===== config.mk =====
export PLATFORM = sky130hd
export DESIGN_NAME = fpu_cmp_arbiter
export DESIGN_NICKNAME = d
export VERILOG_FILES = /design/src/rtl/fpu_cmp_arbiter.sv
export SDC_FILE = /design/constraint.sdc
export NUM_CORES = 1
export LEC_CHECK = 0
export ABC_AREA = 1
export CORE_MARGIN = 10
export CORE_UTILIZATION = 40
export DETAILED_ROUTE_END_ITERATION = 12
export PLACE_DENSITY_LB_ADDON = 0.25
export SYNTH_ARGS = -nofsm -noshare
export SYNTH_HDL_FRONTEND = slang
export SYNTH_SLANG_ARGS = --single-unit

===== constraint.sdc =====
create_clock -name clk -period 2.6 [get_ports clk]
set_clock_uncertainty 0.05 [all_clocks]
set_input_delay 0.26 -clock clk [delete_from_list [all_inputs] [get_ports clk]]
set_output_delay 0.26 -clock clk [all_outputs]
set_load 0.02 [all_outputs]

===== src/rtl/fpu_cmp_arbiter.sv =====
// fpu_cmp_arbiter: round-robin arbiter giving N requesters turns on one shared
// half-precision subtract/compare unit over a handshake protocol.
// Latency: 6 cycles from the grant cycle to rsp_valid when the unit answers at once.
// Backpressure: req is level-held; the unit stalls via its acks and result strobe,
// bounded by a watchdog that resets the unit and completes with rsp_err.
//
// Ports:
//   clk, rst                 clock, synchronous active-high reset
//   req[N]                   level request per requester, held until its rsp_valid bit
//   op_a, op_b [N*16]        packed operands, slice i = [16i+15:16i]
//   rsp_valid[N]             one-hot, one-cycle completion pulse
//   rsp_z, rsp_cmp, rsp_err  result, compare code (00 eq, 01 gt, 10 lt, 11 abort), abort flag
//   busy, gnt_id             not-idle flag, current/last granted index
//   u_a, u_b, u_a_ack, u_b_ack, u_z_stb, u_z, u_z_ack, u_cmp, u_rst   shared unit side
module fpu_cmp_arbiter #(
    parameter int N       = 4,
    parameter int TIMEOUT = 255
) (
    input  logic            clk,
    input  logic            rst,
    input  logic [N-1:0]    req,
    input  logic [N*16-1:0] op_a,
    input  logic [N*16-1:0] op_b,
    output logic [N-1:0]    rsp_valid,
    output logic [15:0]     rsp_z,
    output logic [1:0]      rsp_cmp,
    output logic            rsp_err,
    output logic            busy,
    output logic [2:0]      gnt_id,
    output logic [15:0]     u_a,
    output logic [15:0]     u_b,
    input  logic            u_a_ack,
    input  logic            u_b_ack,
    input  logic            u_z_stb,
    input  logic [15:0]     u_z,
    output logic            u_z_ack,
    input  logic [1:0]      u_cmp,
    output logic            u_rst
);

    typedef enum logic [2:0] {
        S_IDLE    = 3'd0,
        S_SEND_A  = 3'd1,
        S_SEND_B  = 3'd2,
        S_WAIT_Z  = 3'd3,
        S_WAIT_C  = 3'd4,
        S_CAPTURE = 3'd5,
        S_DONE    = 3'd6
    } state_t;

    localparam logic [15:0] ABORT_Z   = 16'h7E00;
    localparam logic [1:0]  ABORT_CMP = 2'b11;

    state_t         r_state;
    state_t         w_state_nxt;
    logic [7:0]     r_wd;
    logic [2:0]     r_gnt_id;
    logic [2:0]     r_last_gnt;
    logic [15:0]    r_u_a;
    logic [15:0]    r_u_b;
    logic [15:0]    r_rsp_z;
    logic [1:0]     r_rsp_cmp;
    logic           r_rsp_err;

    logic           w_any;
    logic           w_found;
    logic [2:0]     w_pick;
    logic [3:0]     w_base;
    logic [3:0]     w_sum;
    logic [2*N-1:0] w_req2;
    logic [2*N-1:0] w_rot;
    logic [15:0]    w_sel_a;
    logic [15:0]    w_sel_b;
    logic           w_grant;
    logic           w_abort;
    logic           w_z_take;
    logic           w_z_ack;
    logic           w_wd_hit;

    // Round-robin pick: rotate the request vector so bit 0 is the requester
    // after last_gnt, then take the lowest set bit and map back to an index.
    always_comb begin
        w_any   = |req;
        w_found = 1'b0;
        w_pick  = 3'd0;
        w_sum   = 4'd0;
        w_base  = 4'(r_last_gnt) + 4'd1;
        w_req2  = {req, req};
        w_rot   = w_req2 >> w_base;
        for (int k = 0; k < N; k++) begin
            if (!w_found && w_rot[k]) begin
                w_found = 1'b1;
                w_sum   = 4'(r_last_gnt) + 4'd1 + 4'(k);
                // last_gnt+1+k never exceeds 2N-1, so one subtraction is a full modulo
                w_pick  = (w_sum >= 4'(N)) ? 3'(w_sum - 4'(N)) : 3'(w_sum);
            end
        end
    end

    always_comb begin
        w_sel_a = 16'h0000;
        w_sel_b = 16'h0000;
        for (int i = 0; i < N; i++) begin
            if (w_pick == 3'(i)) begin
                w_sel_a = op_a[i*16 +: 16];
                w_sel_b = op_b[i*16 +: 16];
            end
        end
    end

    // State register
    always_ff @(posedge clk) begin
        if (rst) begin
            r_state <= S_IDLE;
        end else begin
            r_state <= w_state_nxt;
        end
    end

    // Next state and handshake controls. A real transfer always wins over a
    // watchdog expiry landing on the same edge.
    always_comb begin
        w_state_nxt = r_state;
        w_grant     = 1'b0;
        w_abort     = 1'b0;
        w_z_take    = 1'b0;
        w_z_ack     = 1'b0;
        w_wd_hit    = (r_wd == 8'(TIMEOUT));
        case (r_state)
            S_IDLE: begin
                if (w_any) begin
                    w_grant     = 1'b1;
                    w_state_nxt = S_SEND_A;
                end
            end
            S_SEND_A: begin
                if (u_a_ack) begin
                    w_state_nxt = S_SEND_B;
                end else if (w_wd_hit) begin
                    w_abort     = 1'b1;
                    w_state_nxt = S_DONE;
                end
            end
            S_SEND_B: begin
                if (u_b_ack) begin
                    w_state_nxt = S_WAIT_Z;
                end else if (w_wd_hit) begin
                    w_abort     = 1'b1;
                    w_state_nxt = S_DONE;
                end
            end
            S_WAIT_Z: begin
                w_z_ack = 1'b1;
                if (u_z_stb) begin
                    w_z_take    = 1'b1;
                    w_state_nxt = S_WAIT_C;
                end else if (w_wd_hit) begin
                    w_abort     = 1'b1;
                    w_state_nxt = S_DONE;
                end
            end
            // the unit presents its compare code one edge after the result transfer
            S_WAIT_C:  w_state_nxt = S_CAPTURE;
            S_CAPTURE: w_state_nxt = S_DONE;
            S_DONE:    w_state_nxt = S_IDLE;
            default:   w_state_nxt = S_IDLE;
        endcase
    end

    // Watchdog: restarts on every state change, runs only while waiting on the unit.
    // An expiry always changes state, so the counter never wraps.
    always_ff @(posedge clk) begin
        if (rst) begin
            r_wd <= 8'd0;
        end else if (w_state_nxt != r_state) begin
            r_wd <= 8'd0;
        end else if (r_state == S_SEND_A || r_state == S_SEND_B || r_state == S_WAIT_Z) begin
            r_wd <= r_wd + 8'd1;
        end
    end

    // Grant, operand and response registers
    always_ff @(posedge clk) begin
        if (rst) begin
            r_gnt_id   <= 3'd0;
            r_last_gnt <= 3'(N - 1);
            r_u_a      <= 16'h0000;
            r_u_b      <= 16'h0000;
            r_rsp_z    <= 16'h0000;
            r_rsp_cmp  <= 2'b00;
            r_rsp_err  <= 1'b0;
        end else begin
            if (w_grant) begin
                r_gnt_id  <= w_pick;
                r_u_a     <= w_sel_a;
                r_u_b     <= w_sel_b;
                r_rsp_err <= 1'b0;
            end
            if (w_z_take) begin
                r_rsp_z <= u_z;
            end
            if (r_state == S_CAPTURE) begin
                r_rsp_cmp <= u_cmp;
            end
            if (w_abort) begin
                r_rsp_z   <= ABORT_Z;
                r_rsp_cmp <= ABORT_CMP;
                r_rsp_err <= 1'b1;
            end
            if (r_state == S_DONE) begin
                r_last_gnt <= r_gnt_id;
            end
        end
    end

    always_comb begin
        rsp_valid = '0;
        for (int i = 0; i < N; i++) begin
            rsp_valid[i] = (r_state == S_DONE) && (r_gnt_id == 3'(i));
        end
    end

    assign rsp_z   = r_rsp_z;
    assign rsp_cmp = r_rsp_cmp;
    assign rsp_err = r_rsp_err;
    assign busy    = (r_state != S_IDLE);
    assign gnt_id  = r_gnt_id;
    assign u_a     = r_u_a;
    assign u_b     = r_u_b;
    assign u_z_ack = w_z_ack;
    // rsp_err is cleared at every grant, so in DONE it marks exactly the aborted
    // operations: the unit is reset during that single DONE cycle
    assign u_rst   = rst || ((r_state == S_DONE) && r_rsp_err);

endmodule


==> results of run 1 <==
-- path summary, 6_finish.rpt --
check,start,endpoint,slack [ps],depth (start not counted)
max reg2reg,r_last_gnt[0],u_a[2],140,20
min,u_z[5],rsp_z[5],410,3
min reg2reg,rsp_z[3],rsp_z[3],420,2
max,r_last_gnt[0],u_a[2],140,20
-- registers in the layout (all words and copies together), names as in the netlist --
name and flops:
rsp_z 16, u_a 16, r_state 3, rsp_cmp 2
r_wd 8, rsp_err 1, r_last_gnt 3, gnt_id 3
u_b 16
-- layer usage --
layer,up-vias,global-route usage
met3,37,0.0921
met2,235,0.404
li1,2555,-
met5,-,0
met1,2359,0.230
met4,0,0.0902
-- power groups by stage --
stage	registers, mW	clock network, mW	logic (mW)
2_1_floorplan	1.42	0	0.613
3_3_place_gp	1.28	0	1.43
3_5_place_dp	1.29	0	1.45
4_1_cts	1.26	0.948	1.51
5_1_grt	1.28	1.00	1.65
6_report	1.27	0.924	1.51
-- tightest hold or removal path: stages --
cell	delay, ps
clkdlybuf4s50_1	390
nand2_1	60
a21oi_1	60
-- synthesized netlist by cell type (all sizes together) --
library cell,n
a21oi,24
a31oi,6
and2,1
buf,12
clkbuf,16
clkinv,1
dfxtp,68
ha,5
inv,46
mux2i,2
nand2,231
nand3,59
nand3b,2
nand4,15
nor2,91
nor3,5
nor4,4
o211ai,3
o21ai,44
o21bai,1
o22ai,2
xnor2,1
xor2,6
-- stage by stage --
step / hold slack (ps) / power (mW) / setup WS, ps
4_1_cts: 398 / 3.72 / 7.83
3_3_place_gp: 399 / 2.71 / 43.7
6_report: 413 / 3.70 / 142
3_5_place_dp: 406 / 2.74 / -129
2_1_floorplan: 359 / 2.03 / 276
5_1_grt: 411 / 3.93 / -16.4
-- logic make-up (layout without fill, tap and decap cells) --
kind of cell,after synthesis,after routing,share of synthesized area
AO/OA/AOI/OAI,80,80,0.103
XOR/XNOR,7,7,0.0150
adder cells (fa/ha/maj),5,5,0.0153
buffers and inverters,75,315,0.0844
flip-flops,68,68,0.333
multiplexers,2,2,0.00489
AND/OR/NAND/NOR,408,410,0.445
-- layout by cell type, fill, tap and decap left out, drive strengths merged, types with 2 or more instances in the layout --
cell / netlist / layout
ha: 5 / 5
a31oi: 6 / 6
mux2i: 2 / 2
clkbuf: 16 / 9
o21ai: 44 / 44
nor4: 4 / 4
dfxtp: 68 / 68
buf: 12 / 37
nand2: 231 / 231
dlymetal6s2s: 0 / 3
clkdlybuf4s50: 0 / 212
nand3: 59 / 59
nor2: 91 / 93
clkinvlp: 0 / 2
a21oi: 24 / 24
o22ai: 2 / 2
o211ai: 3 / 3
nor3: 5 / 5
nand3b: 2 / 2
xor2: 6 / 6
inv: 46 / 50
nand4: 15 / 15
-- repair_timing --
action	CTS	global route
resized for setup	14	18
setup buffers	8	9
setup endpoints to repair	30	35
pin swaps	6	18
cloned	4	0
-- cell type report --
cell class | count | share of cell area
timing repair buffer | 252 | 0.367
inverter | 47 | 0.0265
sequential | 68 | 0.197
clock buffer | 9 | 0.0178
clock inverter | 7 | 0.0115
multi-input combinational | 504 | 0.356
tap | 133 | 0.0239
==> results.sh, run 1 <==
export IMPL_syn_cell_area_mm2=0.00409
export IMPL_grt_pass1_wl_um=26700
export IMPL_min_path_type="in -> reg"
export IMPL_die_x_um=121
export IMPL_area_growth_synth_to_final_pct=69.8
export IMPL_cts_inserted_buffers=9
export IMPL_clk_pin_slew_ps=90
export IMPL_cp_cell_sequence="ha_4, inv_1, nand2_2, nand2_2, inv_1, ha_4, nand2_1, and2_1, nor2_1, nand3_1, nand2_1, nand2_2, buf_4, nand2_4, nor2_4, buf_12, nand2_1, nand3_1, nor2_1, nor2_1"
export IMPL_drc=0
export IMPL_seqPwrFrac=0.342
export IMPL_holdBufCountCts=0
export IMPL_ys_top_cells_by_area="dfxtp_1, nand2_1, nor2_1"
export IMPL_ir_worst_vdd_mv=0.292
export IMPL_dpl_cell_area_mm2=0.00643
export IMPL_crit_path_max_fanout=14
export IMPL_ys_seq_area_frac=0.333
export IMPL_first_pass_iters=5
export IMPL_ys_warn_count=0
export IMPL_num_vias=5186
export IMPL_cts_root_buffer_cell="clkbuf_8"
export IMPL_power_per_cell_area_mw_per_mm2=533
export IMPL_grt_max_degree=44
export IMPL_worstPathArrival_ps=2650
export IMPL_max_stage_delay_ps=380
export IMPL_first_global_vias=5319
export IMPL_ant_nets=0
export IMPL_nets=1042
export IMPL_multiInputGateArea_mm2=0.00248
export IMPL_startpoint_type="flop"
export IMPL_fin_crit_ps=2460
export IMPL_p_int_mw=2.35
export IMPL_design_core_area_mm2=0.00986
export IMPL_slew_violations=0
export IMPL_max_freq_ghz=0.407
export IMPL_place_inst=985
export IMPL_ys_ff_latch=68
export IMPL_die_area_mm2=0.0147
export IMPL_dp_hpwl_um=13000
export IMPL_met3_length_um=1690
export IMPL_max_cap_violations=0
export IMPL_combinationalPowerShare=0.409
export IMPL_stdcell_count=1020
export IMPL_rows=36
export IMPL_drive_gt1_frac=0.115
export IMPL_clock_latency_ps=350
export IMPL_status="completed"
export IMPL_chipHeight_um=121
export IMPL_io_buffers=215
export IMPL_yosysUniqueCellTypes=36
export IMPL_tritoncts="yes"
export IMPL_post_route_util=0.705
export IMPL_antenna_diode_count=0
export IMPL_top_layer="met4"
export IMPL_netlist_area_leader_share=0.333
export IMPL_hold_viol=0
export IMPL_syn_mean_instance_area_um2=6.35
export IMPL_tightest_slew_ps=650
export IMPL_regArea_mm2=0.00137
export IMPL_crit_family="simple AND/OR/NAND/NOR gates"
export IMPL_crit_slowest_cell="dfxtp_4"
export IMPL_initial_core_util=0.415
export IMPL_endpoint_kind="flop"
export IMPL_syn_inst=645
export IMPL_met1_length_um=6330
export IMPL_wl_met2_um=8740
export IMPL_drt_iter0_markers=336
export IMPL_grt_overflow_total=0
export IMPL_power_frac_clock=0.249
export IMPL_antenna_found_initial=0
export IMPL_synth_top_area_cell="dfxtp_1"
export IMPL_post_route_period_util=0.945
export IMPL_synth_fp_nets=805
export IMPL_ios=216
export IMPL_sw_frac_of_total=0.366
export IMPL_worstPathRequired_ps=2800
export IMPL_setup_viol=0
export IMPL_criticalPathCategory="reg -> reg"
export IMPL_cp_buffers_inverters=4
export IMPL_cts_sinks=68
export IMPL_p_leak_nw=2.98
export IMPL_ctsHtreeMaxLevel=3
export IMPL_fin_tns_setup_ps=0
export IMPL_track_usage=0.226
export IMPL_n_fill_cell=809
export IMPL_wl_per_cell_um=17.0
export IMPL_drt_wl_total_um=17300
export IMPL_cts_buffer_depth=2
export IMPL_via_per_inst=5.08
export IMPL_postLayoutCellArea_mm2=0.00695
export IMPL_slew_headroom=0.565
export IMPL_globalplace_congestion=0.935
export IMPL_p_sw_mw=1.36
No activity file was read; power rests on OpenSTA's default activity.
==> inputs of run 2 (changes only) <==
--- a/config.mk
+++ b/config.mk
@@ -9,6 +9,7 @@
 export CORE_MARGIN = 10
 export CORE_UTILIZATION = 40
 export DETAILED_ROUTE_END_ITERATION = 12
+export GPL_TIMING_DRIVEN = 0
 export PLACE_DENSITY_LB_ADDON = 0.25
 export SYNTH_ARGS = -nofsm -noshare
 export SYNTH_HDL_FRONTEND = slang
==> run 2 against run 1 <==
  * Worst hold slack worse by 100 ps
  * Via count is 1.2% lower
  * Fmax is 5.5% lower
  * Critical endpoint is now u_b[3]
  * Critical path type unchanged
  * Sequential cell count stayed put
  * Register-to-register slack worse by 140 ps
  * Non-clock buffer count is 6 higher
==> results.sh, run 2 (synthesis gave the netlist of run 1 again) <==
export IMPL_die_x_um=121
export IMPL_drt_iter0_markers=280
export IMPL_tritoncts="yes"
export IMPL_endpoint_kind="flop"
export IMPL_ctsHtreeMaxLevel=3
export IMPL_cts_inserted_buffers=9
export IMPL_dp_hpwl_um=13600
export IMPL_layout_commonest_cell="nand2_1"
export IMPL_rsz0062_at_grt="yes"
export IMPL_holdBufCountCts=0
export IMPL_hold_ws_ps=308
export IMPL_hold_viol=0
export IMPL_cp_cell_sequence="ha_2, inv_2, nand2_2, nand2_2, inv_2, ha_4, nand2_1, o21ai_1, o21bai_1, nand3_1, nand2_4, inv_6, nor3_4, buf_6, buf_8, nand2_1, nand2_1, nor2_1, nor2_1"
export IMPL_globalplace_congestion=0.847
export IMPL_cts_sinks=68
export IMPL_tightest_slew_ps=650
export IMPL_rows=36
export IMPL_post_route_period_util=1.00
export IMPL_min_path_type="in -> reg"
export IMPL_first_pass_iters=5
export IMPL_max_stage_delay_ps=370
export IMPL_via_per_inst=5.00
export IMPL_design_core_area_mm2=0.00986
export IMPL_p_leak_nw=2.89
export IMPL_drt_wl_total_um=17000
export IMPL_drc=0
export IMPL_place_inst=992
export IMPL_max_freq_ghz=0.385
export IMPL_worstPathArrival_ps=2830
export IMPL_initial_core_util=0.415
export IMPL_postLayoutCellArea_mm2=0.00686
export IMPL_wl_per_cell_um=16.6
export IMPL_worstPathRequired_ps=2830
export IMPL_stdcell_count=1024
export IMPL_track_usage=0.216
export IMPL_chipHeight_um=121
export IMPL_cts_buffer_depth=2
export IMPL_clock_latency_ps=340
export IMPL_setup_viol=0
export IMPL_status="completed"
export IMPL_dpl_cell_area_mm2=0.00640
export IMPL_grt_overflow_total=0
export IMPL_dp_slack_ps=-228
export IMPL_grt_pass1_wl_um=25600
export IMPL_startpoint_type="flop"
export IMPL_final_cell_mix="nand2_1, clkdlybuf4s50_1, nor2_1, dfxtp_1, nand3_1"
export IMPL_antenna_diode_count=0
export IMPL_die_area_mm2=0.0147
export IMPL_slew_violations=0
export IMPL_antenna_found_initial=0
export IMPL_hold_depth=2
export IMPL_ant_nets=0
export IMPL_grt_max_degree=14
export IMPL_nets=1046
export IMPL_p_total_mw=3.75
export IMPL_cts_root_buffer_cell="clkbuf_8"
export IMPL_layout_setup_ws_ps=0.674
export IMPL_io_buffers=214
export IMPL_ios=216
export IMPL_max_cap_violations=0
export IMPL_crit_slowest_cell="dfxtp_4"
export IMPL_area_growth_synth_to_final_pct=67.5
export IMPL_slew_headroom=0.565
export IMPL_num_vias=5123
export IMPL_fin_tns_setup_ps=0
export IMPL_ir_worst_vdd_mv=0.272
export IMPL_power_per_cell_area_mw_per_mm2=547
export IMPL_clk_pin_slew_ps=80
export IMPL_cp_common_cell="nand2_1"
export IMPL_n_fill_cell=850
export IMPL_drive_gt1_frac=0.105
export IMPL_first_global_vias=5271
export IMPL_fin_crit_ps=2600
export IMPL_crit_path_max_fanout=5
export IMPL_post_route_util=0.695
export IMPL_worst_r2r_cell_count=19
export IMPL_criticalPathCategory="reg -> reg"
==> run 2: path summary, 6_finish.rpt <==
kind,startpoint,endpoint,slack [ps]
min reg2reg,u_a[8],u_a[8],420
max,r_last_gnt[1],u_b[3],0.7
min,rst,rsp_z[14],310
max reg2reg,r_last_gnt[1],u_b[3],0.7
==> run 2: area by class of cell <==
type	instances	area, µm²	share of cell area
well taps	133	166	0.0243
plain buffers	26	160	0.0234
clock inverters	7	98.8	0.0144
repair buffers	232	2310	0.337
clock buffers	9	124	0.0181
flip-flops and latches	68	1370	0.200
multi-input cells	502	2440	0.356
inverters	47	186	0.0272
==> run 2: what timing repair did <==
action | 4_1_cts | 5_1_grt
pin swaps | 4 | 10
buffers inserted | 10 | 5
endpoints found under the setup margin | 34 | 42
resized for setup | 5 | 31
gates cloned | 0 | 3
==> run 2: worst max-delay path, delay by kind of cell, from the launching register on <==
family | cells | cell delay, ps
AND/OR/NAND/NOR | 10 | 1040
buffers and inverters | 5 | 450
flip-flops | 1 | 370
adder cells (fa/ha/maj) | 2 | 340
AO/OA/AOI/OAI | 2 | 300
==> run 2: layer usage <==
layer | global-route usage | up-vias | routed length [µm]
met5 | 0 | - | 0
met4 | 0.0775 | 0 | 423
met3 | 0.0973 | 26 | 1690
met2 | 0.394 | 192 | 8950
met1 | 0.211 | 2348 | 5930
li1 | - | 2557 | -
==> run 2: power breakdown <==
group	internal, mW	switching, mW	total (mW)
sequential	1.18	0.0867	1.26
combinational	0.701	0.808	1.51
clock	0.547	0.434	0.981
